$ cat src/rtl/data_memory_access_unit.sv
// data_memory_access_unit: sequences address/write/read strobes to the memory manager for one load or store request
module data_memory_access_unit #(
  parameter int         READ_LATENCY     = 1,
  parameter logic [9:0] INPUT_PORT_ADDR  = 10'h3FE,
  parameter logic [9:0] OUTPUT_PORT_ADDR = 10'h3FF
) (
  input  logic       clk,
  input  logic       rst,
  input  logic       in_req,
  input  logic       in_we,
  input  logic [9:0] in_addr,
  input  logic [7:0] in_wdata,
  output logic       out_ack,
  output logic [7:0] out_rdata,
  output logic       out_error,
  output logic       out_busy,
  output logic [9:0] out_mem_addr,
  output logic       out_mem_addr_write_en,
  output logic       out_mem_write_en,
  output logic       out_mem_read_en,
  output logic [7:0] out_mem_data,
  input  logic [7:0] in_mem_data
);
  typedef enum logic [2:0] {IDLE, ADDR, WRITE, READ, CAPTURE, DONE} state_t;
  state_t state, next;
  logic       we_q;
  logic [7:0] wdata_q;
  logic [2:0] cnt;
  logic       illegal;
  assign illegal = in_we ? in_addr == INPUT_PORT_ADDR : in_addr == OUTPUT_PORT_ADDR;
  always_ff @(posedge clk or posedge rst)
    if (rst) state <= IDLE;
    else     state <= next;
  always_comb begin
    next = state == IDLE    ? (in_req ? (illegal ? DONE : ADDR) : IDLE) :
           state == ADDR    ? (we_q ? WRITE : READ) :
           state == WRITE   ? DONE :
           state == READ    ? (cnt == 3'd0 ? CAPTURE : READ) :
           state == CAPTURE ? DONE : IDLE;
  end
  // Strobes are registered from the next state so they line up with the state they belong to
  always_ff @(posedge clk or posedge rst)
    if (rst) begin
      we_q                  <= 1'b0;
      wdata_q               <= '0;
      cnt                   <= '0;
      out_mem_addr          <= '0;
      out_mem_data          <= '0;
      out_rdata             <= '0;
      out_mem_addr_write_en <= 1'b0;
      out_mem_write_en      <= 1'b0;
      out_mem_read_en       <= 1'b0;
      out_ack               <= 1'b0;
      out_error             <= 1'b0;
      out_busy              <= 1'b0;
    end else begin
      if (state == IDLE && in_req) begin
        we_q    <= in_we;
        wdata_q <= in_wdata;
      end
      if (next == ADDR) out_mem_addr <= in_addr;
      cnt                   <= state == ADDR ? 3'(READ_LATENCY - 1) : state == READ ? cnt - 3'd1 : cnt;
      out_mem_data          <= next == WRITE ? wdata_q : out_mem_data;
      out_rdata             <= state == CAPTURE ? in_mem_data : out_rdata;
      out_mem_addr_write_en <= next == ADDR;
      out_mem_write_en      <= next == WRITE;
      out_mem_read_en       <= next == READ || next == CAPTURE;
      out_ack               <= next == DONE;
      out_error             <= next == DONE && state == IDLE;
      out_busy              <= next != IDLE;
    end
endmodule
$ cat config.mk
export PLATFORM = sky130hd
export DESIGN_NAME = data_memory_access_unit
export DESIGN_NICKNAME = d
export VERILOG_FILES = /design/src/rtl/data_memory_access_unit.sv
export SDC_FILE = /design/constraint.sdc
export NUM_CORES = 1
export LEC_CHECK = 0
export BUFFER_PORTS_ARGS = -buffer_cell sky130_fd_sc_hd__buf_4
export CELL_PAD_IN_SITES_DETAIL_PLACEMENT = 0
export CELL_PAD_IN_SITES_GLOBAL_PLACEMENT = 1
export CORE_MARGIN = 5
export CORE_UTILIZATION = 43
export CTS_BUF_LIST = sky130_fd_sc_hd__clkbuf_8
export DETAILED_ROUTE_END_ITERATION = 16
export PLACE_DENSITY_LB_ADDON = 0.1
export SLEW_MARGIN = 40
export SYNTH_ARGS = -nofsm -noshare
export SYNTH_HDL_FRONTEND = slang
export SYNTH_SLANG_ARGS = --single-unit
$ cat constraint.sdc
create_clock -name clk -period 3.65 [get_ports clk]
set_clock_uncertainty 0.2 [all_clocks]
set_input_delay 0.365 -clock clk [delete_from_list [all_inputs] [get_ports clk]]
set_output_delay 0.365 -clock clk [all_outputs]
set_load 0.02 [all_outputs]
==> Word-level counts from Yosys, hierarchy flattened <==
Index checks and enable logic that the tools add are counted.
{ "totals": {"output_inout_bits": 32, "regBits": 47} }
{ "op_classes": {"eq_ne": 11, "reduce_logical": 7, "addsub": 1, "mux": 12} }
{ "ops": {"columns": ["op", "count"], "rows": [
  ["2-to-1 mux 3 bit", 10],
  ["== test 10 bit, second input constant", 2],
  ["== test 3 x 2 -> 1 bit, second input constant", 4],
  ["== test 3 bit, second input constant", 3],
  ["== test 3 x 1 -> 1 bit, second input constant", 2],
  ["zero test 3 bit", 2],
  ["nonzero test 3 bit", 1],
  ["subtractor 3 x 1 -> 3 bit, second input constant", 1],
  ["logical AND 1 bit", 2],
  ["2-to-1 mux 1 bit", 2],
  ["nonzero test 2 bit", 1],
  ["logical OR 1 bit", 1]
]} }

==> Longest topological paths before layout <==
{ "logic_depth": {"depth_word": 8, "depth_mapped": 6} }

==> Least setup slack after synthesis <==
No wires, ideal clock.
{ "synth_timing": {"kind": "reg2reg", "start": "register state[2]", "end": "register out_mem_data[0]", "slack_ns": 1.916, "t_required_ns": 3.325, "path_buffers": 3, "stages_incl_launch_ff": 7, "t_arrival_ns": 1.410, "path_cell_list": "dfrtp_1 -> buf_2 -> nand2b_1 -> buf_2 -> nor3b_2 -> buf_4 -> mux2_2"} }
{ "synth_via": {"elab_chain_len": 7, "elab_cells_between_ends": 11} }
{ "synth_rtl": {"columns": ["element", "line_no", "text"], "rows": [
  ["start: declaration", "25", "state_t state, next;"],
  ["start signal: assignment", "33", "else state <= next;"],
  ["== test 3 bit", "39", "state == CAPTURE ? DONE : IDLE;"],
  ["2-to-1 mux 3 bit", "39", null],
  ["2-to-1 mux 3 bit", "38", "state == READ ? (cnt == 3'd0 ? CAPTURE : READ) :"],
  ["2-to-1 mux 3 bit", "37", "state == WRITE ? DONE :"],
  ["2-to-1 mux 3 bit", "36", "state == ADDR ? (we_q ? WRITE : READ) :"],
  ["2-to-1 mux 3 bit (*)", "35", "next = state == IDLE ? (in_req ? (illegal ? DONE : ADDR) : IDLE) :"],
  ["== test 3 x 2 -> 1 bit (*)", "63", "out_mem_data <= next == WRITE ? wdata_q : out_mem_data;"],
  ["end signal: assignment", "63", null],
  ["end: declaration", "21", "output logic [7:0] out_mem_data,"]
]} }
Mark *: on every way between the ends. The rest lies on a longest branch, timed or not.
A chain may end at the register's enable or synchronous reset.

==> Final worst setup path <==
{ "layout_timing": {"start": "register state[1]", "end": "register out_mem_addr[2]"} }
{ "layout_via": {"elab_chain_len": 7, "elab_cells_between_ends": 11} }
{ "layout_rtl": {"columns": ["element", "line_no", "text"], "rows": [
  ["== test 3 bit", "39", null],
  ["2-to-1 mux 3 bit", "39", null],
  ["2-to-1 mux 3 bit", "38", null],
  ["2-to-1 mux 3 bit", "37", null],
  ["2-to-1 mux 3 bit", "36", null],
  ["2-to-1 mux 3 bit (*)", "35", null],
  ["== test 3 x 1 -> 1 bit (*)", "61", "if (next == ADDR) out_mem_addr <= in_addr;"],
  ["end signal: assignment", "61", null],
  ["end: declaration", "17", "output logic [9:0] out_mem_addr,"]
]} }
Marked as above.

==> results.sh <==
export IMPL_post_place_ws_ps=1362
export IMPL_p_seq_frac=0.427
export IMPL_switchingPower_mw=0.8211
export IMPL_synthesis_area_um2=1919
export IMPL_reg2reg_depth=4
export IMPL_nets=249
export IMPL_insertion_delay_ps=290
export IMPL_r2r_setup_slack_ps=1360
export IMPL_use_met1=0.1745
export IMPL_internal_power_mw=1.342
export IMPL_firstDrtPassIters=4
export IMPL_dpl_hpwl_mm=3.058
export IMPL_final_cells=270
export IMPL_drc_errors=0
export IMPL_worstHoldPathCells=3
export IMPL_avgSynthCellArea_um2=12.38
export IMPL_grtUsageMet3=0.04918
export IMPL_relSlewSlack=0.5629
export IMPL_grt_overflow_total=0
export IMPL_final_period_utilization=0.6281
export IMPL_portBuffers=61
export IMPL_arrival_ps=2270
export IMPL_first_global_vias=1515
export IMPL_switching_share=0.3795
export IMPL_clock_sinks=47
export IMPL_setup_viol=0
export IMPL_drt_iter0_markers=107
export IMPL_die_h_um=76.81
export IMPL_crit_type="register to register"
export IMPL_dieArea_um2=5900
export IMPL_grt_pass1_wl_mm=6.948
export IMPL_finalMaxSlewViolations=0
export IMPL_tightest_slew_ps=652.8
export IMPL_vias=1356
export IMPL_wire_per_inst_um=14.89
export IMPL_ys_seq_area_frac=0.6128
export IMPL_drive_gt1_frac=0.4541
export IMPL_fillCellCount=347
export IMPL_pin_count=62
export IMPL_placementRows=24
export IMPL_final_util=0.5776
export IMPL_antenna_found_initial=0
export IMPL_grt_busiest_layer="met2"
export IMPL_synth_nets=187
export IMPL_period_minus_slack_ps=2293
export IMPL_worstHoldPathType="input port to register"
export IMPL_cts_buffer_depth=2
export IMPL_path_clk_slew_ps=80
export IMPL_powerDensity_nw_per_um2=860.2
export IMPL_hold_violations=0
export IMPL_fmax_ghz=0.4362
export IMPL_grtUsageMet2=0.2411
export IMPL_regArea_um2=1176
export IMPL_cp_end_kind="register"
export IMPL_cts_tree="yes"
export IMPL_required_ps=3630
export IMPL_vias_per_cell=5.022
export IMPL_die_width_um=76.81
export IMPL_fin_ws_ps=1357
export IMPL_p_leak_nw=1.233
export IMPL_htreeDepth=2
export IMPL_ys_types=31
export IMPL_dp_cells=261
export IMPL_clockPowerShare=0.133
export IMPL_status="finished, final reports clean"
export IMPL_cts_root_buf="clkbuf_8"
export IMPL_synth_warnings=0
export IMPL_startpoint_type="register"
export IMPL_core_area_um2=4354
export IMPL_cts_buffers=5
export IMPL_ant_nets=0
export IMPL_path_max_fanout=14
export IMPL_initial_core_util=0.4408
export IMPL_routed_wl_mm=4.021
export IMPL_max_vdd_ir_drop_mv=0.3088
export IMPL_grt_setup_unrepaired="false"
export IMPL_ys_seq_elements=47
export IMPL_areaGrowthSynthToFinish_pct=31.03
export IMPL_antenna_cells=0
export IMPL_cts_setup_buffers=0
export IMPL_combPwrFrac=0.440
export IMPL_grt_max_degree=48
export IMPL_synth_cells=155
export IMPL_maxCapViolCount=0
export IMPL_fin_tns_setup_ps=0
export IMPL_ctsResizeCount=0
export IMPL_gp_congestion=0.7335
export IMPL_multiInputGateArea_um2=703.2
export IMPL_grt_usage=0.1436
==> power groups by stage <==
stage / sequential (mW) / combinational, mW / clock, mW
after global routing: 0.960 / 1.04 / 0.313
after floorplan: 1.07 / 0.426 / 0
after detailed placement: 0.931 / 0.970 / 0
final: 0.924 / 0.953 / 0.287
after global placement: 0.913 / 0.934 / 0
after CTS: 0.925 / 0.971 / 0.299
==> cells by family (layout without fill, tap and decap cells) <==
kind of cell / count (synthesis) / after routing / share of synthesized area
AO/OA/AOI/OAI: 16 / 16 / 0.05541
XOR/XNOR: 1 / 1 / 0.004564
adder cells (fa/ha/maj): 2 / 2 / 0.01304
buffers and inverters: 12 / 75 / 0.02868
flip-flops: 47 / 47 / 0.6128
multiplexers: 24 / 24 / 0.1408
AND/OR/NAND/NOR: 53 / 53 / 0.1447
==> registers in the layout, summed over array words and instances (netlist names) <==
name and flops:
cnt 3, out_ack 1, out_busy 1, out_error 1
out_mem_addr 10, out_mem_addr_write_en 1, out_mem_data 8, out_mem_read_en 1
out_mem_write_en 1, out_rdata 8, state 3, wdata_q 8
we_q 1
==> routing by layer <==
| metal | wire (µm) | vias up |
|---|---|---|
| met4 | 31 | 0 |
| met5 | 0 | - |
| met1 | 1622 | 655 |
| met3 | 264 | 5 |
| li1 | - | 652 |
| met2 | 2103 | 44 |
==> worst max-delay path, cell delays in order, from the launching register on <==
cell and delay (ps):
dfrtp_1 540, nor2_4 210, nand3b_1 440, nor2_4 420, mux2_2 380
==> layout by cell type, fill, tap and decap left out, types with 2 or more instances in the layout <==
cell type,synthesis,layout
nor3_1,3,3
o22a_1,2,2
nor2_1,3,3
buf_4,1,61
ha_1,2,2
o21ai_0,2,2
a21oi_1,5,5
nor2b_1,3,3
mux2_2,24,24
a31oi_1,2,2
nand2_1,32,32
inv_1,5,6
dfrtp_1,47,47
nor2_4,2,2
clkbuf_8,0,5
a211oi_1,2,2
==> cell type report <==
cell class	count	area share
Clock buffer	5	0.02736
Clock inverter	3	0.004975
Inverter	5	0.008458
Multi-Input combinational cell	96	0.2796
Sequential cell	47	0.4677
Tap cell	52	0.02587
Timing Repair Buffer	62	0.1861
==> worst paths after layout <==
check                                  end         from
setup / recovery           out_mem_addr[2]     state[1]
hold / removal                  wdata_q[7]  in_wdata[7]
setup reg to reg           out_mem_addr[2]     state[1]
hold reg to reg                 wdata_q[1]   wdata_q[1]
max in group asynchronous  out_mem_addr[4]          rst
min in group asynchronous     out_rdata[7]          rst
==> synth_stat cells <==
cell | n | share of area
mux2_2 | 24 | 0.14
ha_1 | 2 | 0.013
nor4_4 | 1 | 0.011
o21ai_0 | 2 | 0.0052
nand2b_1 | 1 | 0.0033
and2_1 | 1 | 0.0033
nor3b_2 | 1 | 0.0065
nor2_4 | 2 | 0.012
dfrtp_1 | 47 | 0.61
inv_1 | 5 | 0.0098
o31ai_1 | 1 | 0.0039
a211o_2 | 1 | 0.0052
nor2_1 | 3 | 0.0059
and2_2 | 1 | 0.0039
and4_1 | 1 | 0.0046
nand2_1 | 32 | 0.063
a31oi_1 | 2 | 0.0065
o22a_1 | 2 | 0.0091
nor2b_1 | 3 | 0.0098
xnor2_1 | 1 | 0.0046
clkbuf_1 | 1 | 0.0020
a21oi_1 | 5 | 0.013
buf_2 | 5 | 0.013
nor4b_1 | 1 | 0.0046
nor3_1 | 3 | 0.0078
nand3b_1 | 1 | 0.0039
a211oi_1 | 2 | 0.0078
nand3_1 | 1 | 0.0026
nand4_1 | 1 | 0.0033
a311oi_1 | 1 | 0.0046
buf_4 | 1 | 0.0039
==> through the flow <==
stage                     hold WS, ps  cell area, µm²  total power, mW
after floorplan                 240.1            1919            1.501
after global placement          253.5            2412            1.847
after detailed placement        257.1            2424            1.902
after CTS                       55.38            2515            2.194
after global routing            62.58            2515            2.310
final                           61.46            2515            2.163
==> what timing repair did <==
item                                    CTS  global route
hold buffers                              1             0
endpoints found under the setup margin    0             0
endpoints found under the hold margin    47             0
No activity file was read; power rests on OpenSTA's default activity.
